$ cat config.mk
export PLATFORM = sky130hd
export DESIGN_NAME = wb_commit
export DESIGN_NICKNAME = d
export VERILOG_FILES = /design/src/rtl/wb_pkg.sv /design/src/rtl/wb_retire_cnt.sv /design/src/rtl/wb_commit.sv
export SDC_FILE = /design/constraint.sdc
export NUM_CORES = 2
export LEC_CHECK = 0
export ABC_AREA = 0
export CAP_MARGIN = 30
export CORE_AREA = 2 2 458 460
export DETAILED_ROUTE_END_ITERATION = 10
export DIE_AREA = 0 0 460 462
export PLACE_DENSITY = 0.46
export SLEW_MARGIN = 10
export SYNTH_ARGS = -nofsm -noshare
export SYNTH_HDL_FRONTEND = slang
export SYNTH_SLANG_ARGS = --single-unit
export TNS_END_PERCENT = 5
$ cat constraint.sdc
create_clock -name clk -period 34.9 [get_ports clk]
set_input_delay 5.235 -clock clk [delete_from_list [all_inputs] [get_ports clk]]
set_output_delay 5.235 -clock clk [all_outputs]
set_load 0.005 [all_outputs]
$ cat src/rtl/wb_pkg.sv
// Shared types for the writeback/commit stage: FSM states and wb_exc bit layout.
package wb_pkg;

    typedef enum logic [1:0] {
        ST_IDLE     = 2'd0,
        ST_COMMIT   = 2'd1,
        ST_WAIT_MEM = 2'd2
    } wb_state_e;

    localparam int EXC_W = 12;

    // Bit positions inside wb_exc / ex_exc.
    localparam int EXC_INS_ACC_FAULT  = 0;
    localparam int EXC_INS_ADDR_MIS   = 1;
    localparam int EXC_INS_PAGE_FAULT = 2;
    localparam int EXC_LD_ADDR_MIS    = 3;
    localparam int EXC_ST_ADDR_MIS    = 4;
    localparam int EXC_LD_ACC_FAULT   = 5;
    localparam int EXC_ST_ACC_FAULT   = 6;
    localparam int EXC_LD_PAGE_FAULT  = 7;
    localparam int EXC_ST_PAGE_FAULT  = 8;
    localparam int EXC_ILL_INS        = 9;
    localparam int EXC_ECALL          = 10;
    localparam int EXC_EBREAK         = 11;

    // Flag vector raised when a load response comes back with an access error.
    localparam logic [EXC_W-1:0] LD_ACC_FAULT_FLAG = EXC_W'(1) << EXC_LD_ACC_FAULT;

endpackage

$ cat src/rtl/wb_retire_cnt.sv
// Retired-instruction counter; wraps from all-ones back to zero.
module wb_retire_cnt #(
    parameter int CNT_W = 64
) (
    input  logic             clk,
    input  logic             rst,
    input  logic             inc,
    output logic [CNT_W-1:0] count
);

    // Count one per clean retirement; synchronous clear.
    always_ff @(posedge clk) begin
        // NOTE: state is written with <= so every flop samples pre-edge values.
        if (rst) begin
            count <= '0;
        end else if (inc) begin
            count <= count + CNT_W'(1);
        end
    end

endmodule

$ cat src/rtl/wb_commit.sv
// Writeback/commit stage: accepts one EX result per cycle, waits for load data
// when needed and presents a registered commit record to cu_ru.
module wb_commit
    import wb_pkg::*;
#(
    parameter int DDATA_W = 64,
    parameter int VDATA_W = 128,
    parameter int IADDR_W = 64
) (
    input  logic               clk,
    input  logic               rst,
    input  logic               ex_valid,
    output logic               ex_ready,
    input  logic [63:0]        ex_pc,
    input  logic [4:0]         ex_rd,
    input  logic [4:0]         ex_fd,
    input  logic [4:0]         ex_vd,
    input  logic [11:0]        ex_csr_index,
    input  logic               ex_gpr_w,
    input  logic               ex_fgpr_w,
    input  logic               ex_vgpr_w,
    input  logic               ex_csr_w,
    input  logic               ex_jmp,
    input  logic [DDATA_W-1:0] ex_data,
    input  logic [VDATA_W-1:0] ex_vdata,
    input  logic [DDATA_W-1:0] ex_csr_data,
    input  logic [IADDR_W-1:0] ex_new_pc,
    input  logic               ex_is_load,
    input  logic [EXC_W-1:0]   ex_exc,
    input  logic [63:0]        ex_exc_code,
    input  logic               mem_rsp_valid,
    input  logic [DDATA_W-1:0] mem_rsp_data,
    input  logic               mem_rsp_err,
    input  logic               pip_flush,
    input  logic               int_req,
    output logic               valid,
    output logic               gpr_write,
    output logic               fgpr_write,
    output logic               vgpr_write,
    output logic               csr_write,
    output logic               pc_jmp,
    output logic [4:0]         rd_index,
    output logic [4:0]         fd_index,
    output logic [4:0]         vd_index,
    output logic [11:0]        csr_index,
    output logic [DDATA_W-1:0] data_rd,
    output logic [DDATA_W-1:0] data_fd,
    output logic [DDATA_W-1:0] data_csr,
    output logic [VDATA_W-1:0] data_vd,
    output logic [IADDR_W-1:0] new_pc,
    output logic [63:0]        ins_pc,
    output logic [63:0]        exc_code,
    output logic [EXC_W-1:0]   wb_exc,
    output logic               int_acc,
    output logic [63:0]        instret
);

    // Load entry parked while the memory response is outstanding.
    typedef struct packed {
        logic [63:0]        pc;
        logic [4:0]         rd;
        logic [4:0]         fd;
        logic [4:0]         vd;
        logic [11:0]        csr_index;
        logic               gpr_w;
        logic               fgpr_w;
        logic               vgpr_w;
        logic               csr_w;
        logic               jmp;
        logic [VDATA_W-1:0] vdata;
        logic [DDATA_W-1:0] csr_data;
        logic [IADDR_W-1:0] new_pc;
        logic [63:0]        exc_code;
    } pend_t;

    // Everything cu_ru sees on a commit.
    typedef struct packed {
        logic               gpr_write;
        logic               fgpr_write;
        logic               vgpr_write;
        logic               csr_write;
        logic               pc_jmp;
        logic [4:0]         rd_index;
        logic [4:0]         fd_index;
        logic [4:0]         vd_index;
        logic [11:0]        csr_index;
        logic [DDATA_W-1:0] data_rd;
        logic [DDATA_W-1:0] data_fd;
        logic [DDATA_W-1:0] data_csr;
        logic [VDATA_W-1:0] data_vd;
        logic [IADDR_W-1:0] new_pc;
        logic [63:0]        ins_pc;
        logic [63:0]        exc_code;
        logic [EXC_W-1:0]   wb_exc;
    } commit_t;

    wb_state_e state;
    wb_state_e state_next;
    logic      accept;
    logic      take_ex;
    logic      take_mem;
    logic      hold_load;
    pend_t     pend;
    commit_t   cur;
    commit_t   nxt;

    assign ex_ready = (state != ST_WAIT_MEM);
    assign accept   = ex_valid && ex_ready && !pip_flush;
    assign valid    = (state == ST_COMMIT);

    // State register.
    always_ff @(posedge clk) begin
        if (rst) begin
            state <= ST_IDLE;
        end else begin
            state <= state_next;
        end
    end

    // Next-state decode and the three load strobes for the datapath.
    always_comb begin
        // NOTE: defaults first so no path leaves a signal unassigned (no latches).
        state_next = state;
        take_ex    = 1'b0;
        take_mem   = 1'b0;
        hold_load  = 1'b0;
        unique case (state)
            ST_IDLE, ST_COMMIT: begin
                if (accept) begin
                    if (ex_is_load && !(|ex_exc)) begin
                        state_next = ST_WAIT_MEM;
                        hold_load  = 1'b1;
                    end else begin
                        state_next = ST_COMMIT;
                        take_ex    = 1'b1;
                    end
                end else begin
                    state_next = ST_IDLE;
                end
            end
            ST_WAIT_MEM: begin
                // A flush kills the parked load; its late response is then ignored.
                if (pip_flush) begin
                    state_next = ST_IDLE;
                end else if (mem_rsp_valid) begin
                    state_next = ST_COMMIT;
                    take_mem   = 1'b1;
                end
            end
            default: state_next = ST_IDLE;
        endcase
    end

    // Park the load entry; only read back after hold_load has written it.
    always_ff @(posedge clk) begin
        // NOTE: no reset here -- contents are never observed before being written.
        if (hold_load) begin
            pend <= '{pc: ex_pc, rd: ex_rd, fd: ex_fd, vd: ex_vd,
                      csr_index: ex_csr_index, gpr_w: ex_gpr_w,
                      fgpr_w: ex_fgpr_w, vgpr_w: ex_vgpr_w, csr_w: ex_csr_w,
                      jmp: ex_jmp, vdata: ex_vdata, csr_data: ex_csr_data,
                      new_pc: ex_new_pc, exc_code: ex_exc_code};
        end
    end

    // Build the next commit record from either EX or the parked load, then mask writes on exception.
    always_comb begin
        nxt = '0;
        if (take_mem) begin
            nxt.gpr_write  = pend.gpr_w;
            nxt.fgpr_write = pend.fgpr_w;
            nxt.vgpr_write = pend.vgpr_w;
            nxt.csr_write  = pend.csr_w;
            nxt.pc_jmp     = pend.jmp;
            nxt.rd_index   = pend.rd;
            nxt.fd_index   = pend.fd;
            nxt.vd_index   = pend.vd;
            nxt.csr_index  = pend.csr_index;
            nxt.data_rd    = mem_rsp_data;
            nxt.data_fd    = mem_rsp_data;
            nxt.data_csr   = pend.csr_data;
            nxt.data_vd    = pend.vdata;
            nxt.new_pc     = pend.new_pc;
            nxt.ins_pc     = pend.pc;
            nxt.exc_code   = mem_rsp_err ? pend.pc : pend.exc_code;
            nxt.wb_exc     = mem_rsp_err ? LD_ACC_FAULT_FLAG : '0;
        end else begin
            nxt.gpr_write  = ex_gpr_w;
            nxt.fgpr_write = ex_fgpr_w;
            nxt.vgpr_write = ex_vgpr_w;
            nxt.csr_write  = ex_csr_w;
            nxt.pc_jmp     = ex_jmp;
            nxt.rd_index   = ex_rd;
            nxt.fd_index   = ex_fd;
            nxt.vd_index   = ex_vd;
            nxt.csr_index  = ex_csr_index;
            nxt.data_rd    = ex_data;
            nxt.data_fd    = ex_data;
            nxt.data_csr   = ex_csr_data;
            nxt.data_vd    = ex_vdata;
            nxt.new_pc     = ex_new_pc;
            nxt.ins_pc     = ex_pc;
            nxt.exc_code   = ex_exc_code;
            nxt.wb_exc     = ex_exc;
        end
        if (|nxt.wb_exc) begin
            nxt.gpr_write  = 1'b0;
            nxt.fgpr_write = 1'b0;
            nxt.vgpr_write = 1'b0;
            nxt.csr_write  = 1'b0;
            nxt.pc_jmp     = 1'b0;
        end
    end

    // Commit record register: loaded only on a new commit, otherwise holds.
    always_ff @(posedge clk) begin
        if (rst) begin
            cur <= '0;
        end else if (take_ex || take_mem) begin
            cur <= nxt;
        end
    end

    assign gpr_write  = cur.gpr_write;
    assign fgpr_write = cur.fgpr_write;
    assign vgpr_write = cur.vgpr_write;
    assign csr_write  = cur.csr_write;
    assign pc_jmp     = cur.pc_jmp;
    assign rd_index   = cur.rd_index;
    assign fd_index   = cur.fd_index;
    assign vd_index   = cur.vd_index;
    assign csr_index  = cur.csr_index;
    assign data_rd    = cur.data_rd;
    assign data_fd    = cur.data_fd;
    assign data_csr   = cur.data_csr;
    assign data_vd    = cur.data_vd;
    assign new_pc     = cur.new_pc;
    assign ins_pc     = cur.ins_pc;
    assign exc_code   = cur.exc_code;
    assign wb_exc     = cur.wb_exc;

    assign int_acc = valid && int_req && !(|cur.wb_exc);

    wb_retire_cnt #(
        .CNT_W (64)
    ) u_retire_cnt (
        .clk   (clk),
        .rst   (rst),
        .inc   (valid && !(|cur.wb_exc)),
        .count (instret)
    );

endmodule

==> run summary <==
The pre-antenna-repair detailed-routing pass consisted of 5 iterations. The tools report the combined area of all synthesized cells as 37800 sq um. The clock passes through at most 3 buffers. The hold-fix buffer count after cts is 0. The setup path with the least slack is of type input port to primary output. STA classifies the critical path endpoint as a primary output.

At the pin with the least slew margin, the transition time is 1.33 ns. STA classifies the critical path startpoint as an input port. Most used flip-flop cell after synthesis: sky130_fd_sc_hd__dfxtp_1. The tools report the initial DRC count as 2446.

After detailed routing, the number of vias per cell comes to 4.37. The run finished with clean final reports. The final layout contains routed wiring with a total length of 182 mm. In this run the remaining antenna-violating nets after routing total 0. Compared with the post-synthesis result, the final layout area differs by 47.8%.

For the count of final setup violators, the log shows 0. The routability congestion estimate from global placement was 0.858; the hold violation total from the final report was 0. The starting density of the core was 0.182; the average instance area after synthesis was 10.3 sq um. The tools report the total number of yosys warnings as 0.

The post-route clock period utilization is 0.332, and the number of placed cells counting well taps is 7271. On the worst path, the slowest cell contributes a delay of 0.50 ns. The required time at the endpoint of the critical path is 29.66 ns. At the placement stage, the worst setup path has a slack of 23.29 ns. The clock reaches the later pin of the worst-skew pair after 0.79 ns. For the worst setup path, the data arrival time is 6.34 ns.

The final critical-path required period is 11.58 ns, and the maximum clock rate is 86.4 MHz. The clock drives 974 sinks. The run gives 208000 sq um as the placeable core area. The fraction of final layout cells with drive strength greater than 1 was 0.0507; the register bit total from synthesis was 974. For the aggregate global-route resource usage, the log shows 0.161. The worst-case IR drop observed on VDD is 43.9 uV. The top fanout value on the critical path was 1.

Setup repair after global routing left no endpoint under its margin. Together, buffers and inverters on the worst path number 2. The type of the worst min-delay path is flip-flop to flip-flop. CTS placed an instance of sky130_fd_sc_hd__clkbuf_16 at the clock tree root. In the layout the commonest cells are 1184 x sky130_fd_sc_hd__clkdlybuf4s50_1, 558 x sky130_fd_sc_hd__dfxtp_1, 539 x sky130_fd_sc_hd__a211oi_1. In this run, synthesis inferred 416 flip-flops with an integrated enable. In this run the number of H-tree levels came out at 3.

The tools report the initial antenna violation count as 78. The number of nets in the synthesized netlist is 4250. The vertical extent of the die came out at 462 microns.

The setup TNS was 0 ns; the total power of the final layout was 2.70 mW. The power per unit of standard cell area is 48.2 nW/um^2, and the number of placement rows is 168. The final layout contains 5234 nets.

The total CTS buffers was 115; the reported leakage power was 17.9 nW. Share of async-settable or async-resettable flops after synthesis: 0. After detailed routing, the number of remaining DRC violations is 0. The critical path goes through clkdlybuf4s50_1 > and2_1 > clkdlybuf4s50_1. The pin count of the biggest net entering global routing came out at 174. The run gives 31400 as the number of global-route vias before repair. The logs give 213000 sq um for the area enclosed by the die boundary and 0 for the number of pins with negative max-slew slack in the final report. The tools report the total global routing overflow as 0. The worst relative slew slack came out at 0.111. TritonCTS built the clock tree. The part of the Yosys area used for sequential elements is 0.625. Synthesis produced 3685 cells. The setup fix buffers added after clock tree synthesis was 0. The slowest stage of the critical path is the sky130_fd_sc_hd__clkdlybuf4s50_1 cell. The floorplan die width came out at 460 microns.

The clock tree skew after final layout is 0.0826 ns. In this run, post-CTS repair resized a total of 0 instances. The average wire per cell in the routed design works out to 24.1 microns.

The most numerous cell type found on the critical path is sky130_fd_sc_hd__clkdlybuf4s50_1. Across all layers, the routed design uses 32900 vias. The tools report the final design utilization as 0.269. Synthesis instantiated 48 different standard cells from the library. Detailed placement ended at an HPWL of 128 mm. The largest delay contributor family on the critical path was buffers and inverters. Port buffering added 1186 buffers. The number of standard cells in the layout, taps in and fillers out was 7525.

The wire length of the first global-routing pass is 247 mm, and the final worst setup slack is 23.32 ns. The clock transition at the register clock pins on the worst setup and hold paths after CTS was 0.06 ns; the I/O pin total was 1187. The number of max-capacitance violations reported came out at 0.

Most frequent standard cell in the layout excluding fill and tap cells: sky130_fd_sc_hd__clkdlybuf4s50_1.
## cell type report
class,count,area (sq um)
Antenna cell,33,82.6
Sequential cell,974,23700
Fill cell,22100,152000
Inverter,5,18.8
Clock inverter,53,559
Multi-Input combinational cell,2344,12500
Timing Repair Buffer,1229,12400
Clock buffer,167,3270
Tap cell,2720,3400
## worst register-to-register path, cell delays in order, from the launching register on
cell	delay [ns]
sky130_fd_sc_hd__dfxtp_1	0.36
sky130_fd_sc_hd__nor3b_1	0.54
sky130_fd_sc_hd__and4_1	0.30
sky130_fd_sc_hd__and2_4	0.44
sky130_fd_sc_hd__buf_4	0.74
sky130_fd_sc_hd__buf_4	0.78
sky130_fd_sc_hd__buf_4	0.64
sky130_fd_sc_hd__buf_16	0.31
## synth_stat cells (27+ instances only)
master / number / area, sq um
sky130_fd_sc_hd__a211oi_1: 539 / 4050
sky130_fd_sc_hd__a21oi_1: 524 / 2620
sky130_fd_sc_hd__buf_2: 53 / 265
sky130_fd_sc_hd__buf_4: 65 / 488
sky130_fd_sc_hd__clkbuf_1: 223 / 837
sky130_fd_sc_hd__dfxtp_1: 558 / 11200
sky130_fd_sc_hd__edfxtp_1: 416 / 12500
sky130_fd_sc_hd__nand2_1: 523 / 1960
sky130_fd_sc_hd__nand3_1: 27 / 135
sky130_fd_sc_hd__nand4_1: 29 / 181
sky130_fd_sc_hd__nor2_1: 446 / 1670
sky130_fd_sc_hd__nor2b_1: 68 / 425
## power breakdown
group | internal (mW) | switching [mW] | leakage, nW
Clock | 0.693 | 0.533 | 1.86
Combinational | 0.129 | 0.105 | 7.74
Sequential | 1.21 | 0.0231 | 8.29
Total | 2.03 | 0.661 | 17.9
## kinds of logic (layout without fill, tap and decap cells)
kind of cell             count (synthesis)  after routing  synth area share
AO/OA/AOI/OAI                         1108           1108             0.184
XOR/XNOR                                26             26           0.00602
adder cells (fa/ha/maj)                  1              1          0.000331
buffers and inverters                  367           1454            0.0446
flip-flops                             974            974             0.625
multiplexers                             5              5           0.00132
other                                    0             33                 0
AND/OR/NAND/NOR                       1204           1204             0.138
## metal layers
| metal | GRT usage | up-vias | wire length, microns |
|---|---|---|---|
| li1 | - | 15300 | - |
| met1 | 0.192 | 16000 | 73000 |
| met2 | 0.254 | 1246 | 83500 |
| met3 | 0.0642 | 289 | 17600 |
| met4 | 0.0688 | 60 | 7030 |
| met5 | 0.00339 | - | 468 |
## flip-flops by register name, summed over array words and instances (netlist names)
signal              cells
pend                  416
wb_exc                 12
u_retire_cnt.count     64
new_pc                 64
vgpr_write              1
pc_jmp                  1
state                   2
fgpr_write              1
fd_index                5
exc_code               64
gpr_write               1
rd_index                5
ins_pc                 64
data_vd               128
csr_index              12
vd_index                5
data_csr               64
csr_write               1
data_rd                64
## final timing paths
path	startpoint	to	slack, ns	cells after the start
setup / recovery	int_req	int_acc	23.32	3
hold / removal	rd_index[0]$_SDFFE_PP0P_	rd_index[0]$_SDFFE_PP0P_	0.46	2
setup reg to reg	state[1]$_SDFFE_PP0P_	pend[295]$_DFFE_PP_	30.47	7
hold reg to reg	rd_index[0]$_SDFFE_PP0P_	rd_index[0]$_SDFFE_PP0P_	0.46	2
## through the flow
stage | hold WS [ns] | area (sq um)
2_1_floorplan | 0.453 | 37800
3_3_place_gp | 0.444 | 51800
6_report | 0.457 | 55900
4_1_cts | 0.459 | 55800
5_1_grt | 0.473 | 55900
3_5_place_dp | 0.448 | 52000
Power figures use the tool's default switching activity.
